==> src/rtl/median9_sorter_pkg.sv <==
// Shared constants for the 3x3 median sorter: window geometry and index widths.
package median9_sorter_pkg;

  localparam int unsigned WIN_SIZE       = 9;
  localparam int unsigned MED_POS        = 4;
  localparam int unsigned IDX_W          = 4;
  localparam int unsigned DEFAULT_DATA_W = 8;

  localparam logic [IDX_W-1:0] LAST_IDX = 4'd8;

endpackage

==> src/rtl/median9_sorter_if.sv <==
// Sample-in / median-out bundle between the window address path and the median sorter.
interface median9_sorter_if
  import median9_sorter_pkg::*;
#(
  parameter int unsigned DATA_W  = DEFAULT_DATA_W,
  parameter int unsigned NUM_WIN = 16
);

  localparam int unsigned WIN_W = (NUM_WIN > 1) ? $clog2(NUM_WIN) : 1;

  logic              in_start;
  logic              in_valid;
  logic              in_eff;
  logic [IDX_W-1:0]  in_idx;
  logic [DATA_W-1:0] in_data;
  logic              o_valid;
  logic [DATA_W-1:0] o_median;
  logic [WIN_W-1:0]  o_win_idx;
  logic              o_done;
  logic              o_err;

  modport master (
    output in_start, in_valid, in_eff, in_idx, in_data,
    input  o_valid, o_median, o_win_idx, o_done, o_err
  );

  modport slave (
    input  in_start, in_valid, in_eff, in_idx, in_data,
    output o_valid, o_median, o_win_idx, o_done, o_err
  );

endinterface

==> src/rtl/median9_sorter_ins_cell.sv <==
// One slot of the insertion-sort array: next value of s[i] when v is inserted.
module median9_ins_cell #(
  parameter int unsigned DATA_W = 8
) (
  input  logic [DATA_W-1:0] v,
  input  logic [DATA_W-1:0] s_cur,
  input  logic [DATA_W-1:0] s_prev,
  input  logic              is_first,
  input  logic              load_max,
  output logic [DATA_W-1:0] s_next
);

  logic [DATA_W-1:0] cur;
  logic [DATA_W-1:0] prev;

  // load_max inserts into a freshly cleared array in the same cycle.
  always_comb begin
    cur  = load_max ? '1 : s_cur;
    prev = load_max ? '1 : s_prev;
    if (v >= cur) begin
      s_next = cur;
    end else if (is_first || (v >= prev)) begin
      s_next = v;
    end else begin
      s_next = prev;
    end
  end

endmodule

==> src/rtl/median9_sorter.sv <==
// Streaming 3x3 median: insertion-sorts each window's nine padded samples and emits s[4].
module median9_sorter
  import median9_sorter_pkg::*;
#(
  parameter int unsigned DATA_W  = DEFAULT_DATA_W,
  parameter int unsigned NUM_WIN = 16
) (
  input logic             clk,
  input logic             rst_n,
  median9_sorter_if.slave bus
);

  localparam int unsigned WIN_W = (NUM_WIN > 1) ? $clog2(NUM_WIN) : 1;
  localparam logic [WIN_W-1:0] LAST_WIN = WIN_W'(NUM_WIN - 1);

  logic [DATA_W-1:0] s_q   [WIN_SIZE];
  logic [DATA_W-1:0] s_d   [WIN_SIZE];
  logic [DATA_W-1:0] s_ins [WIN_SIZE];

  logic [IDX_W-1:0]  exp_q, exp_d;
  logic [WIN_W-1:0]  cnt_q, cnt_d;
  logic [WIN_W-1:0]  win_q, win_d;
  logic [DATA_W-1:0] median_q, median_d;
  logic              valid_q, valid_d;
  logic              done_q, done_d;
  logic              err_q, err_d;

  logic [DATA_W-1:0] v;
  logic              live;
  logic              fresh;

  assign v     = bus.in_eff ? bus.in_data : '0;
  assign live  = bus.in_valid && !bus.in_start;
  assign fresh = live && (bus.in_idx == '0);

  for (genvar i = 0; i < WIN_SIZE; i++) begin : g_cell
    logic [DATA_W-1:0] prev;
    if (i == 0) begin : g_first
      assign prev = '1;
    end else begin : g_rest
      assign prev = s_q[i-1];
    end

    median9_ins_cell #(
      .DATA_W(DATA_W)
    ) u_cell (
      .v       (v),
      .s_cur   (s_q[i]),
      .s_prev  (prev),
      .is_first(i == 0),
      .load_max(fresh),
      .s_next  (s_ins[i])
    );
  end

  always_comb begin
    s_d      = s_q;
    exp_d    = exp_q;
    cnt_d    = cnt_q;
    win_d    = win_q;
    median_d = median_q;
    valid_d  = 1'b0;
    done_d   = 1'b0;
    err_d    = err_q;

    if (bus.in_start) begin
      cnt_d = '0;
      err_d = 1'b0;
      exp_d = '0;
      for (int i = 0; i < WIN_SIZE; i++) s_d[i] = '1;
    end else if (live) begin
      if (bus.in_idx == exp_q) begin
        if (exp_q == LAST_IDX) begin
          valid_d  = 1'b1;
          median_d = s_ins[MED_POS];
          win_d    = cnt_q;
          exp_d    = '0;
          for (int i = 0; i < WIN_SIZE; i++) s_d[i] = '1;
          if (cnt_q == LAST_WIN) begin
            done_d = 1'b1;
            cnt_d  = '0;
          end else begin
            cnt_d = cnt_q + 1'b1;
          end
        end else begin
          s_d   = s_ins;
          exp_d = exp_q + 1'b1;
        end
      end else begin
        err_d = 1'b1;
        // An out-of-order idx 0 still opens a new window.
        if (fresh) begin
          s_d   = s_ins;
          exp_d = IDX_W'(1);
        end else begin
          exp_d = '0;
        end
      end
    end
  end

  always_ff @(posedge clk or negedge rst_n) begin
    if (!rst_n) begin
      for (int i = 0; i < WIN_SIZE; i++) s_q[i] <= '1;
      exp_q    <= '0;
      cnt_q    <= '0;
      win_q    <= '0;
      median_q <= '0;
      valid_q  <= 1'b0;
      done_q   <= 1'b0;
      err_q    <= 1'b0;
    end else begin
      s_q      <= s_d;
      exp_q    <= exp_d;
      cnt_q    <= cnt_d;
      win_q    <= win_d;
      median_q <= median_d;
      valid_q  <= valid_d;
      done_q   <= done_d;
      err_q    <= err_d;
    end
  end

  assign bus.o_valid   = valid_q;
  assign bus.o_median  = median_q;
  assign bus.o_win_idx = win_q;
  assign bus.o_done    = done_q;
  assign bus.o_err     = err_q;

endmodule
==> src/flat_wrapper.sv <==
// flat-port wrapper written by rule: the top's interface ports become plain ports
module median9_sorter_flat import median9_sorter_pkg::*;
#(
  parameter int unsigned DATA_W  = DEFAULT_DATA_W,
  parameter int unsigned NUM_WIN = 16
)
  (clk, rst_n, bus_in_start, bus_in_valid, bus_in_eff, bus_in_idx, bus_in_data, bus_o_valid, bus_o_median, bus_o_win_idx, bus_o_done, bus_o_err);
  median9_sorter_if #(.DATA_W(DATA_W), .NUM_WIN(NUM_WIN)) bus_i ();
  input logic clk;
  input logic rst_n;
  input wire logic [$bits(bus_i.in_start)-1:0] bus_in_start;
  input wire logic [$bits(bus_i.in_valid)-1:0] bus_in_valid;
  input wire logic [$bits(bus_i.in_eff)-1:0] bus_in_eff;
  input wire logic [$bits(bus_i.in_idx)-1:0] bus_in_idx;
  input wire logic [$bits(bus_i.in_data)-1:0] bus_in_data;
  output wire logic [$bits(bus_i.o_valid)-1:0] bus_o_valid;
  output wire logic [$bits(bus_i.o_median)-1:0] bus_o_median;
  output wire logic [$bits(bus_i.o_win_idx)-1:0] bus_o_win_idx;
  output wire logic [$bits(bus_i.o_done)-1:0] bus_o_done;
  output wire logic [$bits(bus_i.o_err)-1:0] bus_o_err;
  assign bus_i.in_start = bus_in_start;
  assign bus_i.in_valid = bus_in_valid;
  assign bus_i.in_eff = bus_in_eff;
  assign bus_i.in_idx = bus_in_idx;
  assign bus_i.in_data = bus_in_data;
  assign bus_o_valid = bus_i.o_valid;
  assign bus_o_median = bus_i.o_median;
  assign bus_o_win_idx = bus_i.o_win_idx;
  assign bus_o_done = bus_i.o_done;
  assign bus_o_err = bus_i.o_err;
  median9_sorter #(.DATA_W(DATA_W), .NUM_WIN(NUM_WIN)) u_core (.clk(clk), .rst_n(rst_n), .bus(bus_i));
endmodule
==> config.mk <==
export PLATFORM = sky130hd
export DESIGN_NAME = median9_sorter_flat
export DESIGN_NICKNAME = d
export VERILOG_FILES = /design/src/rtl/median9_sorter_pkg.sv /design/src/rtl/median9_sorter_if.sv /design/src/rtl/median9_sorter_ins_cell.sv /design/src/rtl/median9_sorter.sv /design/src/flat_wrapper.sv
export SDC_FILE = /design/constraint.sdc
export NUM_CORES = 1
export LEC_CHECK = 0
export BUFFER_PORTS_ARGS = -buffer_cell sky130_fd_sc_hd__buf_4
export CAP_MARGIN = 20
export CORE_UTILIZATION = 55
export DETAILED_ROUTE_END_ITERATION = 10
export PLACE_DENSITY = 0.86
export SETUP_SLACK_MARGIN = 0.15
export SLEW_MARGIN = 20
export SYNTH_ARGS = -nofsm -noshare
export SYNTH_HDL_FRONTEND = slang
export SYNTH_SLANG_ARGS = --single-unit
==> constraint.sdc <==
create_clock -name clk -period 7 [get_ports clk]
set_clock_uncertainty 0.2 [all_clocks]
set_input_delay 1.4 -clock clk [delete_from_list [all_inputs] [get_ports clk]]
set_output_delay 1.4 -clock clk [all_outputs]
set_load 0.005 [all_outputs]
* Word-level counts from Yosys, hierarchy flattened
Index checks and enable logic that the tools add are counted.
Storage, ports and cells: register bits 95, bits of input ports 17, output and inout bits 15, word-level logic and storage cells 98
Cells by class: $add $sub $neg 2, $lt $le $gt $ge 9, equality and inequality tests 4, mux-type cells 54, bitwise logic cells 1, reductions and logical operators 12
Operators by type and width (count):
- $mux W72 | 5
- $mux W8 | 27
- $ge A8 B8 Y1 | 9
- $mux W4 | 9
- $mux W1 | 13
- $add A4 B1 Y4 const B | 2
- $eq A4 B4 Y1 const B | 2
- $reduce_bool A2 Y1 | 3
- $eq A4 B4 Y1 | 1
- $logic_not A4 Y1 | 1
- $reduce_and A2 Y1 | 2
- $reduce_and A4 Y1 | 1
- $reduce_and A3 Y1 | 1
- $reduce_bool A3 Y1 | 1
- $logic_and A1 B1 Y1 | 2
- $ne A2 B2 Y1 const B | 1
- $logic_not A1 Y1 | 1
- $not A1 Y1 | 1

* Depth between registers and ports, before layout
depth in word-level cells 11, gate-level depth with buffers 16, gate-level depth less buffers 11

* By module
Synthesis repeated with hierarchy kept, for this count alone.
Second synthesis, totals: cells, all modules 590, area, all modules 5919.4 um2
By module, submodules not included:
- median9_ins_cell | times used 5, cells an instance 77, area an instance 620.6 um2, seq. area each 0.0 um2
- median9_sorter | times used 1, cells an instance 205, area an instance 2816.5 um2, seq. area each 1626.6 um2

* Least setup slack after synthesis
OpenSTA, ideal clock, no wires.
path kind input to register, start point input bus_in_idx[0], end point register u_core.s_q (netlist bit u_core.g_cell[2].prev[0]), setup time 83 ps, data arrival time 4118 ps, required time 6717 ps, setup slack 2598 ps, cell stages on the path 13, buffers on the path 4, cells stage by stage nor4_1 and2_1 buf_4 buf_2 clkbuf_1 or2_2 ha_1 nand2b_1 a2111oi_0 o31ai_1 nand2b_1 buf_2 o32a_1
On the way: longest elaborated chain between the ends 10, elaborated cells between the ends (all ways) 16, those cells by class 2 x order compare; 1 x eq/ne; 9 x mux; 4 x reduce/logical
Ends and longest elaborated chain:
- start, declared | RTL line flat_wrapper.sv:14 | input wire logic [$bits(bus_i.in_idx)-1:0] bus_in_idx;
- $logic_not A4 Y1 | RTL line median9_sorter.sv:34 | assign fresh = live && (bus.in_idx == '0);
- $logic_and A1 B1 Y1 | RTL line median9_sorter.sv:34
- $mux W8 | RTL line median9_sorter_ins_cell.sv:19 | prev = load_max ? '1 : s_prev;
- $ge A8 B8 Y1 | RTL line median9_sorter_ins_cell.sv:22 | end else if (is_first || (v >= prev)) begin
- $mux W8 | RTL line median9_sorter_ins_cell.sv:22
- $mux W8 | RTL line median9_sorter_ins_cell.sv:20 | if (v >= cur) begin
- $mux W72 (on tied branches) | RTL line median9_sorter.sv:92, median9_sorter.sv:73
- $mux W72 | RTL line median9_sorter.sv:72 | if (bus.in_idx == exp_q) begin
- $mux W72 | RTL line median9_sorter.sv:71 | end else if (live) begin
- $mux W72 | RTL line median9_sorter.sv:66 | if (bus.in_start) begin
- end signal, assigned | RTL line median9_sorter.sv:113 | s_q <= s_d;
- end, declared | RTL line median9_sorter.sv:16 | logic [DATA_W-1:0] s_q [WIN_SIZE];
Parallel ways exist; a longest one is shown, timed or not. The select of a mux whose other input is x is not followed. A chain may end at the register's enable or synchronous reset.

* Worst setup path after layout
Ends and elaborated chain as after synthesis.

==> reports/qor.csv <==
metric;value;unit
critical-path cell list;buf_4, nor4_1, and2_1, buf_4, or2_2, ha_1, nand2b_1, a2111oi_0, o31ai_1, buf_4, a21oi_1, o32a_1;
ys flop type;dfstp_2;
Starting Density;0.565;
synth cell count leaders;nor2_1, ha_1, dfstp_2;
CTS tree;built;
simple-gate share of the synthesized area;0.164;
Yosys top cell area share;0.258;
syn nets;483;
reg2reg start;u_core.g_cell[2].prev[0];
Clock Latency Late Sink;0.35;ns
Worst Setup End Kind;flip-flop;
Antenna Nets Post-Route;0;
most frequent CP cell;buf_4;
critical path arrival;4.90;ns
routed len/inst;18.1;um
total congestion overflow;0;
Compound-Gate Fraction of Synth Area;0.182;
clock root cell;clkbuf_8;
final hold viol count;0;
CP startpoint kind;primary input;
multi-input logic area;0.00231;mm2
Nets;511;
drc violations;0;
Placer Congestion;0.929;
Max-Cap Viols;0;
CP max stage cell;and2_1;
Synth warnings;0;
GRT Util Overall;0.281;
via count;3468;
worst path bufs/invs;3;
n_diodes;0;
largest cells by area after synthesis;dfstp_2, dfrtp_1, ha_1;
Die Y;88.1;um
Fmax;208;MHz
Clock transition at path regs;0.08;ns
Post-CTS Setup Bufs;0;
final setup violating endpoints;0;
final hold slack;0.302;ns
Max VDD drop;0.000167;V
vias in the first global route;3314;
Via density;6.25;
dpl hpwl;7.38;mm
Slew headroom;0.486;
Syn Area/Cell;9.64;um2
post-synthesis adder-cell area fraction;0.132;
register area share after synthesis;0.399;
pwr dens;171;mW/mm2
Sw Pwr;0.000196;W
largest net degree at the start of global routing;64;
post-synthesis cell count;423;
FFs w/ async S/R, synth;1.00;
clock tree buffer depth;2;
layout cells sized above 1;0.246;
First-pass DRT Iterations;5;
CTS hold repair buffers;0;
most frequent cell after synthesis;nor2_1;
Num CTS Buffers;9;
switching share of total power;0.249;
Sinks on Clock Net;63;
Max stage delay on crit path;0.63;ns
Hold Path Class;flip-flop to flip-flop;
FF+latch area;0.00163;mm2
critical path peak fanout;20;
Synth-to-Final Area Change;12.6;%
FILL cells;585;
Worst-Margin Slew;0.771;ns
Post-CTS Resized;0;
core area;0.00721;mm2
initial antenna violation count;0;
Flop pwr share;0.470;
FP Rows;31;
largest family of logic cells by synthesized area;compound AO/OA/AOI/OAI gates;
Top Ports;32;
final wirelength;10.0;mm
Combinational Power Share;0.083;
width of the die;88.1;um
CTS H-tree depth;3;
die area;0.00776;mm2
Internal Pwr Total;0.000591;W
#FFs+latches synth;63;
Post-DP Area;0.00437;mm2
first-pass GRT wire length;16.5;mm
fin crit period;4.81;ns
largest delay contributor family on the critical path;compound AO/OA/AOI/OAI gates;
RSZ-0062 raised after global routing;no;
xor/xnor cell area share of the yosys netlist;0.0107;
setup_tns;0;ns
period utilisation layout;0.687;
Post-synth EDFFs;0;
Setup CP Type;primary input to flip-flop;
LEAKAGE;2.18;nW
hold_sp;u_core.bus.o_median[3];
Netlist cell types;50;
starting DRC count in detailed routing;260;
CP startpoint;bus_in_idx[0];
Clock Power Share;0.448;
Critical Path RT;7.09;ns
I/O Buffers;31;
status;complete, no violations;
post-route cell area;0.00459;mm2
post-synthesis cell area;0.00408;mm2
proportion of synthesized area in mux cells;0.0773;
Max Transition Viols Final;0;
cell taking the most area after synthesis;dfstp_2;
## power groups by stage
stage / clock [W] / combinational, W / sequential, W
after floorplan: 0 / 0.0000353 / 0.000375
after global routing: 0.000370 / 0.0000726 / 0.000369
after detailed placement: 0 / 0.0000639 / 0.000375
final: 0.000352 / 0.0000650 / 0.000369
after global placement: 0 / 0.0000617 / 0.000375
after CTS: 0.000354 / 0.0000644 / 0.000369
## kinds of logic after synthesis
family,after synthesis
xor gates and xnor gates,5
and+or+nand+nor,144
buffers and inverters,33
AOI/OAI and AO/OA,105
adders and majority gates,43
muxes,30
DFF,63
## state kept, by name (all words and copies together) (netlist names)
| register | count |
|---|---|
| u_core.bus.o_done | 1 |
| u_core.bus.o_err | 1 |
| u_core.bus.o_median | 8 |
| u_core.bus.o_valid | 1 |
| u_core.bus.o_win_idx | 4 |
| u_core.cnt_q | 4 |
| u_core.exp_q | 4 |
| u_core.g_cell.prev | 40 |
## area by class of cell
cell class,count,area share
tap,99,0.0270
clock inverter,7,0.0207
inverter,16,0.0131
clock buffer,9,0.0270
sequential,63,0.354
multi-input combinational,327,0.503
timing repair buffer,34,0.0556
## metal layers
| layer | routed length, um | up-vias | share of wire | global-route usage |
|---|---|---|---|---|
| met1 | 4290 | 1716 | 0.43 | 0.368 |
| met5 | 0 | - | 0 | 0 |
| met3 | 602 | 24 | 0.060 | 0.0575 |
| li1 | - | 1599 | - | - |
| met4 | 177 | 0 | 0.018 | 0.0821 |
| met2 | 4960 | 129 | 0.49 | 0.471 |
## worst register-to-register path, stage by stage (launching register included)
cell and delay (ns):
dfstp_2 0.39, or2_2 0.29, ha_1 0.26, nand2b_1 0.14, a2111oi_0 0.42, o31ai_1 0.13
buf_4 0.20, a21oi_1 0.50, o32a_1 0.27
## path summary, 6_finish.rpt
path | end | slack, ns | cells after the start
setup / recovery | u_core.g_cell[2].prev[0] | 2.19 | 12
hold / removal | u_core.bus.o_median[3] | 0.30 | 2
setup reg to reg | u_core.g_cell[2].prev[0] | 4.13 | 8
hold reg to reg | u_core.bus.o_median[3] | 0.30 | 2
max in group asynchronous | u_core.bus.o_median[2] | 5.17 | 1
min in group asynchronous | u_core.exp_q[3] | 0.93 | 1
## stage by stage
stage | total power (W) | utilization | worst slack (ns) | std cells
2_1_floorplan | 0.000410 | - | 2.60 | 423
3_3_place_gp | 0.000437 | 0.606 | 1.92 | 539
3_5_place_dp | 0.000439 | 0.606 | 1.87 | 539
4_1_cts | 0.000787 | 0.637 | 2.21 | 555
5_1_grt | 0.000812 | 0.637 | 1.92 | 555
6_report | 0.000786 | 0.637 | 2.19 | 555
## cells in the final DEF (no fill, tap or decap), types with 2 or more instances in the layout
cell,instances
nand3_1,7
a21o_1,3
buf_4,34
o31ai_1,2
o221ai_1,8
clkbuf_8,9
dfrtp_1,23
a221oi_1,2
clkinv_2,2
a21oi_1,27
nor3_1,7
nand2_1,30
or2_2,5
or3_1,3
nand2b_1,7
nor2_1,65
inv_1,16
o21a_1,3
and2_1,3
bufinv_16,2
a2bb2oi_1,8
dfstp_2,40
ha_1,43
mux2_2,12
a31oi_1,6
mux2i_1,18
nor2b_1,2
nor4_1,3
o21ai_0,14
xnor2_1,4
a211o_1,7
o22a_1,19
nand4_1,3
(Power assumes the default switching activity.)
